**src/rtl/skid_buffer_stage.sv**
```systemverilog
// ============================================================================
// skid_buffer_stage: two-entry registered valid/ready stage, full throughput
// Revision: 1.0
// ============================================================================
`default_nettype none

module skid_buffer_stage #(
  parameter type T = logic [31:0]
) (
  input  logic clk,
  input  logic reset,
  input  logic valid_in,
  output logic ready_in,
  input  T     data_in,
  output logic valid_out,
  input  logic ready_out,
  output T     data_out
);

  logic main_valid;
  logic skid_valid;
  T     main_data;
  T     skid_data;

  logic acc_in;
  logic main_free;

  // ready_in comes straight from a flop, so no ready path crosses the stage
  assign ready_in  = ~skid_valid;
  assign valid_out = main_valid;
  assign data_out  = main_data;

  assign acc_in    = valid_in & ~skid_valid;
  assign main_free = ~main_valid | ready_out;

  always_ff @(posedge clk or posedge reset) begin
    if (reset) begin
      main_valid <= 1'b0;
      skid_valid <= 1'b0;
      main_data  <= '0;
      skid_data  <= '0;
    end else if (main_free) begin
      if (skid_valid) begin
        main_data  <= skid_data;
        main_valid <= 1'b1;
        skid_valid <= 1'b0;
      end else begin
        main_valid <= acc_in;
        if (acc_in) begin
          main_data <= data_in;
        end
      end
    end else if (acc_in) begin
      // main is stalled: park the incoming beat so it is not lost
      skid_data  <= data_in;
      skid_valid <= 1'b1;
    end
  end

endmodule

`default_nettype wire

```
**config.mk**
```make
export PLATFORM = sky130hd
export DESIGN_NAME = skid_buffer_stage
export DESIGN_NICKNAME = d
export VERILOG_FILES = /design/src/rtl/skid_buffer_stage.sv
export SDC_FILE = /design/constraint.sdc
export NUM_CORES = 1
export LEC_CHECK = 0
export ABC_AREA = 1
export CORE_AREA = 3 3 87 89
export DETAILED_ROUTE_END_ITERATION = 16
export DIE_AREA = 0 0 90 92
export PLACE_DENSITY = 0.74
export SETUP_SLACK_MARGIN = 0.5
export SYNTH_ARGS = -nofsm -noshare
export SYNTH_HDL_FRONTEND = slang
export SYNTH_SLANG_ARGS = --single-unit
```
**constraint.sdc**
```tcl
create_clock -name clk -period 2 [get_ports clk]
set_input_delay 0.5 -clock clk [delete_from_list [all_inputs] [get_ports clk]]
set_output_delay 0.5 -clock clk [all_outputs]
set_load 0.05 [all_outputs]
```
==> metrics, run 1 <==
post-layout min period=1480 ps; Slew Limit Fails=0; initial antenna violation count=0; final period utilization=74.0%; Clock Tree Buf Depth=2; Worst setup startpoint=skid_valid$_DFFE_PP0P_; area growth from synthesis to layout=32.4%; final setup fails=0; worst clock skew=9.94 ps; critical path class=reg -> out; hold path startpoint=data_out[24]$_DFFE_PP0P_; mean area per synthesized cell=7.75 µm²; Hold Crit Class=reg -> reg; top fanout value on the critical path=3; I/O Buffers=69; WL final=7.86 mm; HPWL Detailed=4.48 mm; CP Cell Sequence=clkinv_4, buf_8; sequential share of power=42.1%; endpoints failing hold=0; clk slew on worst S/H paths=70 ps; WL/cell=13.8 µm; arrival time at the worst endpoint=980 ps; dpl ws=168 ps; slew margin rel.=73.5%; RSZ-0062 raised after global routing=true; Cells after Synth=391; count of inserted antenna diode cells=0; Netlist cell types=12; Worst EP required=1500 ps; max incr delay on CP=430 ps; vias per cell=4.73; RD Place Congestion=0.764; Die Area=8280 µm²; CP Capture Type=output pin; post-detailed-route count of antenna-violating nets=0; Core Region=6830 µm²; final setup margin=520 ps; Layout Nets=504; fmax=676 MHz; Post-Syn Nets=427; DP Area=3750 µm²; Max-cap violations=0; CTS sink cnt=66; final instance area=4010 µm²; register area share after synthesis=54.5%; clock power share=26.9%; via count=2692; gr ovfl total=0; Worst Max-Slew Pin Slew=398 ps; P_int=2.60 mW; part of the power in combinational logic=31.0%; worst r2r src=skid_valid$_DFFE_PP0P_; Ports=70; drt first-iter violations=163; sw frac=37.0%; Synth warnings=0; Peak VDD IR=477 µV; Worst-Skew Late Latency=340 ps; row cnt=30; PnR Total Power=4.12 mW; cts-stage hold buffer count=0; placed cell count=542; # H-tree levels=3; largest net degree at the start of global routing=67; Root Buffer=clkbuf_8; setup tns final=0 ps; Leak=2.22 nW; drc violations=0; Psw=1.52 mW; CTS tree=yes; Finished Layout Cells=569; first-pass GRT wire length=12.5 mm; ratio of cells with drive above 1 in the final layout=16.5%; Die H=92 µm; vias in the first global route=2755; Initial Util=44.4%; power density cells=1030 nW/µm²; #FFs+latches synth=66; slowest cell on the critical path=dfrtp_2; status=complete, no violations; gr usage total=18.8%; Mapped Area=3030 µm²; Num CTS Buffers=9; CP Launch Type=flip-flop; first-pass detailed-route iteration total=5; Die Wd=90 µm
-- power groups by stage --
stage	clock network, mW	registers, mW	logic [mW]
2_1_floorplan	0	2.17	0.437
3_3_place_gp	0	1.75	1.27
3_5_place_dp	0	1.75	1.29
4_1_cts	1.13	1.73	1.23
5_1_grt	1.20	1.77	1.38
6_report	1.11	1.73	1.28
-- critical path, delay by kind of cell, from the launching register on --
family	cells	cell delay, ps
flops	1	430
buf+inv	2	220
-- cell usage after synthesis (all sizes together) --
cell / n / area, µm²
nand2: 261 / 990
dfrtp: 66 / 1650
buf: 22 / 161
nor2: 5 / 48.8
inv: 5 / 18.8
nand3: 32 / 160
-- sequential cells by signal, indices dropped and copies added, names as in the netlist --
| register | flops |
|---|---|
| skid_valid | 1 |
| skid_data | 32 |
| valid_out | 1 |
| data_out | 32 |
-- metrics by stage --
| stage | utilization (%) | hold slack, ps |
|---|---|---|
| after floorplan | - | 442 |
| after global placement | 54.9 | 454 |
| after detailed placement | 54.9 | 459 |
| after CTS | 56.7 | 476 |
| after global routing | 58.7 | 486 |
| final | 58.7 | 471 |
-- kinds of logic after synthesis --
kind of cell	after synthesis	share of synthesized area, %
and+or+nand+nor	298	39.6
DFF	66	54.5
buffers and inverters	27	5.95
-- layout make-up --
class / count / area (µm²)
Clock inverter: 5 / 53.8
Multi-Input combinational cell: 299 / 1220
Fill cell: 664 / 2820
Sequential cell: 66 / 1650
Clock buffer: 11 / 141
Timing Repair Buffer: 86 / 793
Tap cell: 96 / 120
Timing Repair inverter: 1 / 3.75
Inverter: 5 / 27.5
-- routing by layer --
metal,global-route usage (%),routed length [µm],vias to the layer above
li1,-,-,1346
met1,22.3,3410,1237
met2,32.0,3770,93
met3,5.58,532,16
met4,7.53,146,0
met5,0,0,-
-- layout by cell type (no fill, tap or decap) --
cell type / instances
nand2_1: 259
clkbuf_4: 5
nand2_8: 1
clkbuf_16: 2
buf_12: 4
clkdlybuf4s50_1: 34
dlymetal6s2s_1: 1
buf_8: 2
dfrtp_2: 1
clkinv_2: 3
inv_1: 2
bufinv_16: 1
inv_2: 2
nand2_2: 1
nor2_4: 4
buf_4: 21
nand2_4: 1
dfrtp_1: 65
clkinv_4: 2
buf_2: 17
clkbuf_1: 1
clkinvlp_4: 1
nand3_1: 32
clkbuf_8: 10
nor2_1: 1
-- path summary, 6_finish.rpt --
check	endpoint	slack, ps	cells after the start
worst max-delay path	ready_in	520	2
worst min-delay path	data_out[24]$_DFFE_PP0P_	470	2
worst max register to register	skid_data[3]$_DFFE_PP0P_	530	6
worst min register to register	data_out[24]$_DFFE_PP0P_	470	2
max in group asynchronous	skid_valid$_DFFE_PP0P_	1100	3
min in group asynchronous	data_out[2]$_DFFE_PP0P_	600	3
-- what timing repair did --
item | in CTS | in global routing
cloned | 1 | 3
endpoints found under the setup margin | 23 | 54
pin swaps | 0 | 3
buffers inserted | 2 | 5
gates resized for setup | 113 | 12
Power figures use the tool's default switching activity.
==> run 2, diff against run 1 <==
==> constraint.sdc (replaced) <==
create_clock -name clk -period 1.3 [get_ports clk]
set_input_delay 0.325 -clock clk [delete_from_list [all_inputs] [get_ports clk]]
set_output_delay 0.325 -clock clk [all_outputs]
set_load 0.05 [all_outputs]
==> run 2 against run 1 <==
  * Non-clock buffer count up 18
  * Highest routed layer unchanged
  * Wire length grew 17%
  * Largest power group unchanged
  * The flow now finishes with violations (setup timing)
  * Register-to-register slack lost 540 ps
  * Worst hold slack worse by 65 ps
  * Sequential share of layout area fell by 7.2 points
  * Clock skew about the same
==> metrics, run 2 (synthesized netlist as in run 1, its figures left out) <==
final instance area=4990 µm² (+24%); post-layout min period=1340 ps; gr usage total=21.3% (+2.5 points); Die Area=8280 µm² (unchanged); HPWL Detailed=5.14 mm (+15%); Max-cap violations=0 (unchanged); power density cells=1460 nW/µm² (+42%); gr ovfl total=0 (unchanged); fmax=746 MHz; Worst-Skew Late Latency=340 ps (about the same); Worst Max-Slew Pin Slew=220 ps (-179 ps); Die Wd=90 µm (unchanged); Peak VDD IR=733 µV (+54%); DP Area=4280 µm² (+14%); area growth from synthesis to layout=64.6%; status=finished with violations; final hold slack=407 ps (-64.6 ps); I/O Buffers=69 (unchanged); cts-stage hold buffer count=0 (unchanged); largest net degree at the start of global routing=34 (-49%); vias per cell=5.07 (+7.2%); endpoints failing hold=0 (unchanged); initial antenna violation count=0 (unchanged); slew margin rel.=85.4% (+12 points); vias in the first global route=2895 (+5.1%); Num CTS Buffers=9 (unchanged); arrival time at the worst endpoint=1020 ps (+40 ps); WL final=9.17 mm (+17%); top fanout value on the critical path=2 (-1); drc violations=0 (unchanged); Clock Tree Buf Depth=2 (unchanged); Root Buffer=clkbuf_8; routing usage on met3=3.94% (-1.6 points); grt met2 use=36.0% (+3.9 points); Slew Limit Fails=0 (unchanged); Die H=92 µm (unchanged); critical path class=reg -> out; commonest non-fill, non-tap cell in the layout=nand2_1; Finished Layout Cells=588 (+3.3%); clk slew on worst S/H paths=70 ps (about the same); failing checks=setup timing; first-pass GRT wire length=14.1 mm (+12%); ratio of cells with drive above 1 in the final layout=38.6% (+22 points); worst clock skew=10.2 ps (+0.293 ps); met1 Use GR=27.3% (+5.0 points); PnR Total Power=7.29 mW (+77%); final setup fails=5 (+5); CTS tree=yes; count of inserted antenna diode cells=0 (unchanged); Leak=2.47 nW (+11%); WL/cell=15.6 µm (+13%); grt peak-use layer=met2; first-pass detailed-route iteration total=5 (unchanged); Hold Crit Class=in -> async; Worst setup startpoint=skid_valid$_DFFE_PP0P_; placed cell count=554 (+2.2%); RSZ-0062 raised after global routing=true; post-detailed-route count of antenna-violating nets=0 (unchanged); worst r2r src=skid_valid$_DFFE_PP0P_; Initial Util=44.4% (unchanged); Worst EP required=980 ps (-520 ps); Core Region=6830 µm² (unchanged); RD Place Congestion=0.772 (+0.98%); via count=2982 (+11%); row cnt=30 (unchanged); CP Launch Type=flip-flop; Layout Nets=523 (+3.8%); drt first-iter violations=223 (+37%); Ports=70 (unchanged); CTS sink cnt=66 (unchanged); final period utilization=103%; dpl ws=-334 ps (-502 ps); CP Capture Type=output pin; final setup margin=-40.1 ps (-560 ps); # H-tree levels=3 (unchanged); most frequent cells in the layout=nand2_1, buf_12, dfrtp_2
-- run 2: cell count changes in the layout (fill, tap and decap cells not counted), sizes merged, moves of 2 or more --
| cell | delta |
|---|---|
| nand2 | +2 |
| clkbuf | -2 |
| buf | +23 |
| clkinv | -3 |
-- run 2: repair_timing --
item,4_1_cts,5_1_grt
gates cloned,4,2
buffers inserted,9,3
resized for setup,16,79
pin swaps,3,33
endpoints found under the hold margin,0,0
endpoints found under the setup margin,100,100
-- run 2: layout make-up --
class,instances,area [µm²]
multi-input combinational,301,1520
clock inverter,2,12.5
sequential,66,1690
inverter,5,27.5
timing repair buffer,104,1460
clock buffer,14,163
fill,477,1840
tap,96,120
-- run 2: worst max-delay path, stage by stage (launching register included) --
cell and delay, ps:
dfrtp_2 450, clkinv_4 80, buf_8 140
-- run 2: through the flow --
stage | utilization (%) | TNS (ps)
2_1_floorplan | - | 0
3_3_place_gp | 62.7 | -15920
3_5_place_dp | 62.7 | -16780
4_1_cts | 67.9 | -32.0
5_1_grt | 73.0 | -261
6_report | 73.0 | -59.9
-- run 2: power breakdown --
part | total, mW | internal (mW) | leakage [nW] | switching, mW
clock network | 1.56 | 0.797 | 0.0867 | 0.763
logic | 2.84 | 1.35 | 1.60 | 1.50
registers | 2.88 | 2.49 | 0.780 | 0.392
total | 7.29 | 4.63 | 2.47 | 2.65
-- run 2: worst paths after layout --
check / endpoint / slack (ps) / cells past startpoint
max: ready_in / -40 / 2
max in group asynchronous: data_out[10]$_DFFE_PP0P_ / 690 / 3
min reg2reg: skid_data[2]$_DFFE_PP0P_ / 490 / 2
min in group clk: skid_data[2]$_DFFE_PP0P_ / 490 / 2
min: data_out[9]$_DFFE_PP0P_ / 410 / 3
max reg2reg: skid_data[17]$_DFFE_PP0P_ / -10 / 6
-- run 2: metal layers --
metal,up-vias,part of all wire (%)
met3,23,5.1
li1,1386,-
met2,116,53
met4,0,2.5
met1,1457,40
met5,-,0
